`src/rtl/problem1_settle_timer.sv`:
```
// ---------------------------------------------------------------------------
// problem1_settle_timer
// Loadable up-counter that measures the settle window of each vector.
// 'load' clears the count, 'en' advances it, and 'tc' flags the last settle
// cycle (count == SETTLE_CYCLES-1) so the FSM moves to SAMPLE on that edge.
//
// Ports:
//   clk   - clock, rising edge
//   rst_n - asynchronous active-low reset, clears the count
//   load  - clear the count to zero (has priority over en)
//   en    - increment the count
//   tc    - terminal count reached
// ---------------------------------------------------------------------------
module problem1_settle_timer #(
    parameter int SETTLE_CYCLES = 2
) (
    input  logic clk,
    input  logic rst_n,
    input  logic load,
    input  logic en,
    output logic tc
);

    localparam int CNT_W = 4;
    // With SETTLE_CYCLES=0 the SETTLE state is never entered, so the
    // terminal value is irrelevant; clamp it to keep the constant legal.
    localparam logic [CNT_W-1:0] TC_VALUE =
        (SETTLE_CYCLES == 0) ? '0 : CNT_W'(SETTLE_CYCLES - 1);

    logic [CNT_W-1:0] count;

    // NOTE: state registers use non-blocking assignments so every flop
    // samples pre-edge values regardless of statement order.
    always_ff @(posedge clk or negedge rst_n) begin
        if (!rst_n) begin
            count <= '0;
        end else if (load) begin
            count <= '0;
        end else if (en) begin
            count <= count + CNT_W'(1);
        end
    end

    assign tc = (count == TC_VALUE);

endmodule

```
`config.mk`:
```
export PLATFORM = sky130hd
export DESIGN_NAME = problem1_settle_timer
export DESIGN_NICKNAME = d
export VERILOG_FILES = /design/src/rtl/problem1_settle_timer.sv
export SDC_FILE = /design/constraint.sdc
export NUM_CORES = 1
export LEC_CHECK = 0
export BUFFER_PORTS_ARGS = -buffer_cell sky130_fd_sc_hd__buf_4
export CAP_MARGIN = 25
export CORE_AREA = 3 3 40 42
export DETAILED_ROUTE_END_ITERATION = 16
export DIE_AREA = 0 0 43 45
export GPL_TIMING_DRIVEN = 0
export PLACE_DENSITY = 0.36
export SKIP_CTS_REPAIR_TIMING = 1
export SLEW_MARGIN = 5
export SYNTH_ARGS = -nofsm -noshare
export SYNTH_HDL_FRONTEND = slang
export SYNTH_SLANG_ARGS = --single-unit
```
`constraint.sdc`:
```
create_clock -name clk -period 2.35 [get_ports clk]
set_input_delay 0.1175 -clock clk [delete_from_list [all_inputs] [get_ports clk]]
set_output_delay 0.1175 -clock clk [all_outputs]
set_load 0.01 [all_outputs]
```
==> metrics list, run 1 <==
- Result of the run: complete, no violations
* Nets@finish: 36
- The die is 43 µm wide.
- After synthesis, the netlist uses 14 different library cells.
* Pre-Repair DR Iteration Count: 1
* Seq cells post-synth: 4
- After detailed routing, the number of remaining DRC violations is 0.
- Clock-pin slew was measured on the worst setup and hold paths at 40 ps.
- Largest net degree at the start of global routing: 7
* TritonCTS sink count: 4
* Antenna violation net count after detailed routing: 0
- Data on the critical path arrives at its endpoint at 1140 ps.
- The final number of max-transition violations came to 0.
- The critical path in this run is classified as flop to output port.
* Top-level I/O count: 5
- Setup repair after global routing left no endpoint under its margin.
- The worst-case IR drop observed on VDD is 0.186 mV.
- At the end of routability-driven placement, the weighted congestion stood at 0.608.
* Fmax: 798 MHz
- Die ar.: 1940 µm²
* Average vias per placed instance: 4.02
- Sequential share of power: 42.0%
- The first global-routing pass estimated 703 µm of wire.
- Number of antenna cells inserted: 0
- Final core utilization: 23.6%
- Of the available clock period, the critical path in the final layout requires 53.3%.
* Share of final-layout standard cells stronger than drive strength 1: 32.1%
- Data required time at the worst endpoint: 2230 ps
- The cell area that synthesis handed to floorplanning was 221 µm².
- The register with the most flip-flops in the layout has 4 of them.
* Registers with the highest flip-flop counts: count x4
- Power spread over the standard cell area amounts to 601 nW/µm².
- Summed over all nets, the switching power comes to 0.0000387 W.
- Final setup violating endpoints: 0
- Portion of the post-synthesis area used by sequential elements: 45.2%
* Clock Skews: 2.80 ps
* Post-synthesis cell count: 20
- Total core area: 1280 µm²
- Starting density of the core: 17.2%
- Mapped Nets: 26
* Final worst path period need: 1250 ps
- During placement, the flow inserted port buffers numbering 4.
- Number of hold violations in the final report: 0
- For the pin with the worst max-slew slack, the measured transition is 162 ps.
* Total of max-cap violations: 0
- STA classifies the critical path startpoint as a flop.
- In this run the deepest clock path goes through 2 buffers.
* Power Internal: 0.000143 W
- From synthesis to final layout, the design area changed by 36.7%.
- Iteration-0 DRC Markers: 0
* Register ranked first by flip-flop count: count
* Total routing resource utilization after global routing: 5.26%
- For this block, the via count after detailed routing is 173.
* Leakage dissipation: 0.141 nW
- Headroom to the max-slew limit: 89.1%
- CTS placed an instance of sky130_fd_sc_hd__clkbuf_4 at the clock tree root.
- Hold/Removal Path Class: primary input to flop
- Site Rows: 13
* Part of the power in the clock network: 44.8%
- Launch instance of the worst min-delay path: load
- Post-synthesis average cell area: 11.1 µm²
- CTS tree: yes
* Logic pwr share: 13.2%
* Inserted Clock Buffers: 3
* R2R Path Start: count[0]
* H-Tree Level Count: 1
- Sw Share: 21.3%
- YS warnings: 0
* Peak fanout along the critical path: 4
- In the final routed layout, each cell accounts on average for 8.86 µm.
- Clock latency on the worst-skew pair: 230 ps
* Worst setup path startpoint: count[1]
- Commonest cells after routing, fill and taps aside: 4 x sky130_fd_sc_hd__dfrtp_1, 4 x sky130_fd_sc_hd__buf_4, 3 x sky130_fd_sc_hd__clkbuf_4
- The number of antenna violations at the first check in global routing is 0.
- STA classifies the critical path endpoint as an output port.
- Number of fill cells: 145
- Number of global-route vias before repair: 186
* Total wirelength of the detailed-routed design: 381 µm
- Adding up every negative setup slack in the final design gives 0 ps.
* Sum of overflow across all layers after global routing: 0
- Vertical extent of the die: 45 µm
-- cell type report --
type	count	area (µm²)	area share, %
Tap cell	15	18.8	6.20
Multi-Input combinational cell	15	118	38.8
Inverter	1	3.75	1.24
Sequential cell	4	100	33.1
Clock buffer	3	22.5	7.44
Timing Repair Buffer	5	40.0	13.2
-- cells in the mapped netlist (all sizes together) --
cell	instances	area share [%]
dfrtp	4	45
a21oi	2	4.5
ha	2	11
nor2	2	3.4
a21bo	1	4.5
inv	1	1.7
mux2	1	6.8
nand2b	1	2.8
nand3b	1	3.4
nand4	1	2.8
nor2b	1	2.8
nor3b	1	3.4
or2b	1	3.4
xnor2	1	4.0
-- cell families after synthesis --
kind of cell    synth area share, %
simple gates                   22.0
flops                          45.2
compound gates                 9.04
fa+ha+maj                      11.3
xor+xnor                       3.96
buf+inv                        1.69
mux                            6.78
-- layer usage --
layer  track usage [%]  wire, µm  vias up
met3              1.20        17        0
li1                  -         -       86
met2              6.29       188        4
met5                 0         0        -
met1              6.55       175       83
met4              7.23         0        0
-- stage by stage --
step | setup slack [ps] | hold slack (ps) | instances | power [W] | area, µm²
3_5_place_dp | 1230 | -82.8 | 39 | 0.000101 | 270
2_1_floorplan | 1280 | -178 | 20 | 0.0000880 | 221
4_1_cts | 1060 | -331 | 42 | 0.000187 | 293
6_report | 1100 | 79.1 | 43 | 0.000182 | 303
3_3_place_gp | 1230 | -84.2 | 39 | 0.000101 | 270
5_1_grt | 1000 | 89.1 | 43 | 0.000193 | 303
-- worst max-delay path, stage by stage (launching register included) --
cell	delay, ps
sky130_fd_sc_hd__dfrtp_1	390
sky130_fd_sc_hd__inv_1	60
sky130_fd_sc_hd__ha_1	130
sky130_fd_sc_hd__nor3b_1	170
sky130_fd_sc_hd__buf_4	150
-- power by group through the flow --
| stage | clock network (W) | registers [W] | logic, W |
|---|---|---|---|
| 2_1_floorplan | 0 | 0.0000766 | 0.0000114 |
| 3_3_place_gp | 0 | 0.0000775 | 0.0000232 |
| 3_5_place_dp | 0 | 0.0000774 | 0.0000235 |
| 4_1_cts | 0.0000866 | 0.0000765 | 0.0000237 |
| 5_1_grt | 0.0000884 | 0.0000774 | 0.0000274 |
| 6_report | 0.0000815 | 0.0000764 | 0.0000241 |
-- path summary, 6_finish.rpt --
path / end / depth (start not counted) / slack, ps
worst max-delay path: tc / 4 / 1100
worst min-delay path: count[1] / 2 / 80
worst max register to register: count[1] / 3 / 1230
worst min register to register: count[2] / 2 / 570
max in group asynchronous: count[2] / 2 / 2030
min in group asynchronous: count[0] / 2 / 220
Power figures use the tool's default switching activity.
==> run 2: changes to the inputs <==
Clock period 2.35 ns to 1.2 ns, I/O delays scaled along.
==> metrics list, run 2 (synthesis gave the netlist of run 1 again) <==
* Worst setup slack for register-to-register paths: 90 ps (-1140 ps)
- The number of fillers in the final layout is 147 (+1.4%).
- Peak fanout along the critical path: 4 (unchanged)
- Iteration-0 DRC Markers: 0 (unchanged)
* Sort of element at the end of the critical path: output port
- The number of violations of the max-capacitance limit came to 0 (unchanged).
- Timing would allow up to 852 MHz.
- The worst setup path is launched from a flop.
- The total negative slack was 0 ps (unchanged).
- Headroom to the max-slew limit: 89.6% (+0.41 points)
* Most Crowded Layer GR: met4
- Die X-Extent: 43 µm (unchanged)
- Critical register-to-register path endpoint: count[2]
* Measured slew at the worst slew-check pin: 157 ps (-5.82 ps)
- Pre-Repair DR Iteration Count: 1 (unchanged)
* Total instance count after detailed placement: 39 (unchanged)
* Finished Cell Area: 318 µm² (+5.0%)
- The clock slew seen by the registers of the worst setup and hold paths came to 40 ps (about the same).
- Final worst path period need: 1170 ps
* Register ranked first by flip-flop count: count
- The flip-flop count of the largest register after layout came to 4 (unchanged).
* Initial antenna violation count: 0 (unchanged)
* Number of global-route vias before repair: 186 (unchanged)
* Hold depth: 2 (unchanged)
- Share of final-layout standard cells stronger than drive strength 1: 41.4% (+9.2 points)
* Inserted Clock Buffers: 3 (unchanged)
- The number of rows in the core area is 13 (unchanged).
- Final Cycle Share: 97.8%
- First-pass GRT wire length: 703 µm (unchanged)
- The static leakage power is 0.150 nW (+5.9%).
- The internal cell power came to 0.000285 W (+99%).
* Unrepaired setup endpoints after global routing: yes
- Part of the power in the clock network: 44.1% (-0.7 points)
- The worst setup slack after layout is 26.8 ps (-1070 ps).
- The final number of max-transition violations is 0 (unchanged).
- Sequential cell area: 100 µm² (unchanged)
* Sequential share of power: 41.2% (-0.8 points)
* Area overhead of the layout relative to synthesis: 43.5%
* Total routing resource utilization after global routing: 5.26% (unchanged)
- The effective utilization at floorplan is 17.2% (unchanged).
* Registers with the highest flip-flop counts: count x4
- The worst voltage drop across the vdd grid came to 0.363 mV (+95%).
- The global routing usage on met3 is 1.20% (unchanged).
- Clock Skews: 2.80 ps (unchanged)
- The routability-driven placement congestion ratio is 0.608 (unchanged).
* Number of antenna cells inserted: 0 (unchanged)
* Data required time at the worst endpoint: 1140 ps (-1090 ps)
* Final core utilization: 24.7% (+1.2 points)
- The area of the multi-input gates is 125 µm² (+6.4%).
- R2R Path Start: count[1]
- Cell area power density: 1140 nW/µm² (+89%)
- Met2 demand-to-capacity share in global routing: 6.29% (unchanged)
- The final number of setup-violating endpoints is 0 (unchanged).
- The die area is 1940 µm² (unchanged).
- Number of non-filler instances in the completed layout: 44 (+2.3%)
* Maximum clock path buffer count: 2 (unchanged)
- Largest net degree at the start of global routing: 7 (unchanged)
- Result of the run: complete, no violations
* Logic pwr share: 14.7% (+1.5 points)
- The path depth of the worst reg2reg path came to 4 (+1).
* Setup Slack @ Placement: 77.0 ps (-1150 ps)
- The routed wire length was 389 µm (+2.1%).
- Category of the most critical setup path: flop to output port
- Hold/Removal Path Class: primary input to flop
* Total core area: 1280 µm² (unchanged)
- Commonest cells after routing, fill and taps aside: 5 x sky130_fd_sc_hd__buf_4, 4 x sky130_fd_sc_hd__dfrtp_1, 3 x sky130_fd_sc_hd__clkbuf_4
- The met1 demand-to-capacity share in global routing was 6.55% (unchanged).
- Root buf cell: sky130_fd_sc_hd__clkbuf_4
- The total congestion overflow after global routing was 0 (unchanged).
* Vertical extent of the die: 45 µm (unchanged)
- Number of hold violations in the final report: 0 (unchanged)
- CTS tree: yes
- Most common cell after layout, fill and taps aside: sky130_fd_sc_hd__buf_4
* Quantity of I/O buffers inserted on ports: 4 (unchanged)
- In this run the most critical hold path is launched from load.
- The number of top-level pins was 5 (unchanged).
- Endpoint of the worst hold path: count[1]
* Wire length per cell: 8.84 µm (-0.22%)
- The via density per instance is 4.02 (about the same).
- The total placed instance area came to 270 µm² (unchanged).
- Sw Share: 21.2% (-0.032 points)
- DRC: 0 (unchanged)
* Via count: 177 (+2.3%)
- The clock latency on the worst-skew pair was 230 ps (about the same).
- Reported net switching power: 0.0000768 W (+99%)
* H-Tree Level Count: 1 (unchanged)
* Nets@finish: 37 (+2.8%)
* CP arrival: 1110 ps (-30 ps)
* Antenna violation net count after detailed routing: 0 (unchanged)
- The total number of clock tree sinks was 4 (unchanged).
[run 2: worst max-delay path, stage by stage, from the launching register on]
cell,delay (ps)
sky130_fd_sc_hd__dfrtp_1,410
sky130_fd_sc_hd__ha_2,190
sky130_fd_sc_hd__nor3b_2,140
sky130_fd_sc_hd__buf_4,140
[run 2: layer usage]
metal	vias up	share of wire, %
met1	85	45
met3	0	4.4
li1	88	-
met2	4	50
met4	0	0
met5	-	0
[run 2: metrics by stage]
| step | power, W | hold slack [ps] |
|---|---|---|
| floorplan | 0.000172 | -236 |
| global placement | 0.000197 | -142 |
| finish | 0.000362 | 21.6 |
| detailed placement | 0.000198 | -140 |
| CTS | 0.000366 | -388 |
| global route | 0.000384 | 31.6 |
[run 2: worst max-delay path by stage]
stage              from        to  slack, ps  depth (start not counted)
3_3_place_gp   count[0]  count[1]         80                          3
5_1_grt        count[1]        tc        -20                          4
4_1_cts        count[1]        tc        -30                          4
3_5_place_dp   count[0]  count[1]         80                          3
6_report       count[0]        tc         30                          3
2_1_floorplan  count[0]  count[1]        130                          3
[run 2: area by class of cell]
class	count	share of cell area (%)
clock buffer	3	7.09
sequential	4	31.5
tap	15	5.91
inverter	1	1.18
multi-input combinational	15	39.4
timing repair buffer	6	15.0
[run 2: power groups by stage]
stage | registers (W) | clock network (W) | logic, W
after floorplan | 0.000150 | 0 | 0.0000222
after global placement | 0.000152 | 0 | 0.0000454
after detailed placement | 0.000152 | 0 | 0.0000460
after CTS | 0.000150 | 0.000170 | 0.0000464
after global routing | 0.000151 | 0.000173 | 0.0000605
final | 0.000149 | 0.000160 | 0.0000531
==> run 3: changes to the inputs <==
Settings changed: RECOVER_POWER from default to 50.
==> metrics list, run 3 (synthesis gave the netlist of run 1 again) <==
- Result of the run: complete, no violations
* Peak fanout along the critical path: 4 (unchanged)
* Final worst path period need: 1170 ps (+0.0523 ps)
- The switching fraction of total power was 21.3% (+0.10 points).
- The number of inserted diodes is 0 (unchanged).
- The die area came to 1940 µm² (unchanged).
- Leakage dissipation: 0.146 nW (-2.4%)
- The net switching power of the design came to 0.0000769 W (+0.12%).
- The number of H-tree levels was 1 (unchanged).
- Number of pins exceeding their max-slew limit in the final report: 0 (unchanged)
- Sequential share of power: 41.4% (+0.2 points)
- The path with the worst hold slack has its endpoint at count[1].
* Sequential cell area: 100 µm² (unchanged)
- The final cell count without fillers was 44 (unchanged).
- Register ranked first by flip-flop count: count
- Setup repair after global routing could not meet its margin everywhere.
- The CTS buffer count is 3 (unchanged).
- Slowest stage cell on the critical path: sky130_fd_sc_hd__dfrtp_1
- The via density per instance was 4.05 (+0.56%).
- The number of fillers in the final layout was 147 (unchanged).
- DRC: 0 (unchanged)
- Pre-Repair DR Iteration Count: 1 (unchanged)
- Launch instance of the worst min-delay path: load
- Sort of element at the end of the critical path: output port
- Logic pwr share: 14.3% (-0.4 points)
* Worst setup slack for register-to-register paths: 90 ps (about the same)
* Iteration-0 DRC Markers: 0 (unchanged)
* Max incr delay on CP: 410 ps (about the same)
- Number of hold violations in the final report: 0 (unchanged)
* Largest net degree at the start of global routing: 7 (unchanged)
- In the layout the commonest cells are 4 x sky130_fd_sc_hd__dfrtp_1, 4 x sky130_fd_sc_hd__buf_4, 3 x sky130_fd_sc_hd__clkbuf_4.
* Power Internal: 0.000284 W (-0.51%)
- The core area came to 1280 µm² (unchanged).
- The startpoint identified for the worst register-to-register timing path is count[1].
* Cell area power density: 1150 nW/µm² (+0.82%)
- The number of cells traversed by the worst hold path is 2 (unchanged).
- Root buf cell: sky130_fd_sc_hd__clkbuf_4
* Clock Skews: 2.84 ps (+0.0401 ps)
- The effective utilization at floorplan came to 17.2% (unchanged).
* TritonCTS sink count: 4 (unchanged)
* Wire length per cell: 8.86 µm (+0.26%)
- Compared with the post-synthesis result, the final layout area differs by 41.8%.
* Part of the power in the clock network: 44.3% (+0.2 points)
- CTS tree: yes
* Site Rows: 13 (unchanged)
- Headroom to the max-slew limit: 85.1% (-4.5 points)
- Total of max-cap violations: 0 (unchanged)
- The clock latency on the worst-skew pair was 230 ps (about the same).
- In this run the critical register-to-register path is captured at count[2].
- Final weighted congestion in routability-driven placement: 0.608 (unchanged)
* Fmax: 852 MHz (about the same)
- The required time of the critical path was 1140 ps (about the same).
- The count of buffers from port buffering came to 4 (unchanged).
* Final setup violating endpoints: 0 (unchanged)
- The slew at the pin with the worst max-slew slack is 224 ps (+67.2 ps).
- The path class of the tightest hold or removal check is primary input to flop.
- Share of final-layout standard cells stronger than drive strength 1: 37.9% (-3.4 points)
- Top-level I/O count: 5 (unchanged)
* Largest register FFs: 4 (unchanged)
* IR Drop Worst-Case VDD: 0.363 mV (about the same)
- The horizontal die dimension is 43 µm (unchanged).
- The share of the clock period used by the worst path after layout is 97.8% (about the same).
* Total routing resource utilization after global routing: 5.26% (unchanged)
- Crit path launch type: flop
* Instance area at placement: 270 µm² (unchanged)
* Category of the most critical setup path: flop to output port
- The area of the multi-input gates is 125 µm² (unchanged).
* Maximum clock path buffer count: 2 (unchanged)
* Number of cells on the worst reg-to-reg path: 4 (unchanged)
- The number of antenna violations at the first check in global routing is 0 (unchanged).
* Nets@finish: 37 (unchanged)
- Chain of cells forming the critical path: ha_2, nor3b_2, buf_4
* Sum of overflow across all layers after global routing: 0 (unchanged)
- The height of the die is 45 µm (unchanged).
- The post-route antenna net violation count is 0 (unchanged).
* First-pass GRT wire length: 703 µm (unchanged)
- Total instance count after detailed placement: 39 (unchanged)
- The via count of the first global-routing pass was 186 (unchanged).
- The largest registers in the layout are count x4.
- The clock slew seen by the registers of the worst setup and hold paths was 40 ps (about the same).
- CP arrival: 1110 ps (about the same)
* Via count: 178 (+0.56%)
* Finished Cell Area: 314 µm² (-1.2%)
- Total wirelength of the detailed-routed design: 390 µm (+0.26%)
run 3: changes by cell type in the layout (fill, tap and decap cells not counted):
| cell | before | now |
|---|---|---|
| sky130_fd_sc_hd__buf_4 | 5 | 4 |
| sky130_fd_sc_hd__clkbuf_1 | 0 | 1 |
run 3: stage by stage:
stage	TNS [ps]	util, %	hold slack, ps	power (W)	setup slack [ps]
finish	0	24.4	21.5	0.000361	26.8
global route	-21.4	24.4	31.6	0.000383	-21.4
CTS	-29.5	22.8	-388	0.000366	-29.5
detailed placement	0	21.0	-140	0.000198	77.0
global placement	0	21.0	-142	0.000197	80.6
floorplan	0	-	-236	0.000172	132
run 3: layer usage:
metal	vias to the layer above	track usage [%]	part of all wire [%]
li1	89	-	-
met1	85	6.55	45
met2	4	6.29	50
met3	0	1.20	4.4
met4	0	7.23	0
met5	-	0	0
run 3: layout make-up:
class | count | share of cell area, %
inverter | 1 | 1.20
timing repair buffer | 6 | 13.9
sequential | 4 | 31.9
multi-input combinational | 15 | 39.8
tap | 15 | 5.98
clock buffer | 3 | 7.17
run 3: power groups by stage:
stage	clock network (W)	logic, W	registers, W
3_3_place_gp	0	0.0000454	0.000152
5_1_grt	0.000173	0.0000590	0.000151
4_1_cts	0.000170	0.0000464	0.000150
6_report	0.000160	0.0000516	0.000149
2_1_floorplan	0	0.0000222	0.000150
3_5_place_dp	0	0.0000460	0.000152
run 3: worst max-delay path by stage:
| stage | endpoint | from | cells past startpoint |
|---|---|---|---|
| after floorplan | count[1] | count[0] | 3 |
| after CTS | tc | count[1] | 4 |
| after global placement | count[1] | count[0] | 3 |
| after detailed placement | count[1] | count[0] | 3 |
| final | tc | count[0] | 3 |
| after global routing | tc | count[1] | 4 |
run 3: critical path, delay by kind of cell (launching register included):
kind	cells	cell delay [ps]
adders and majority gates	1	190
DFF	1	410
and+or+nand+nor	1	140
buffers and inverters	1	140
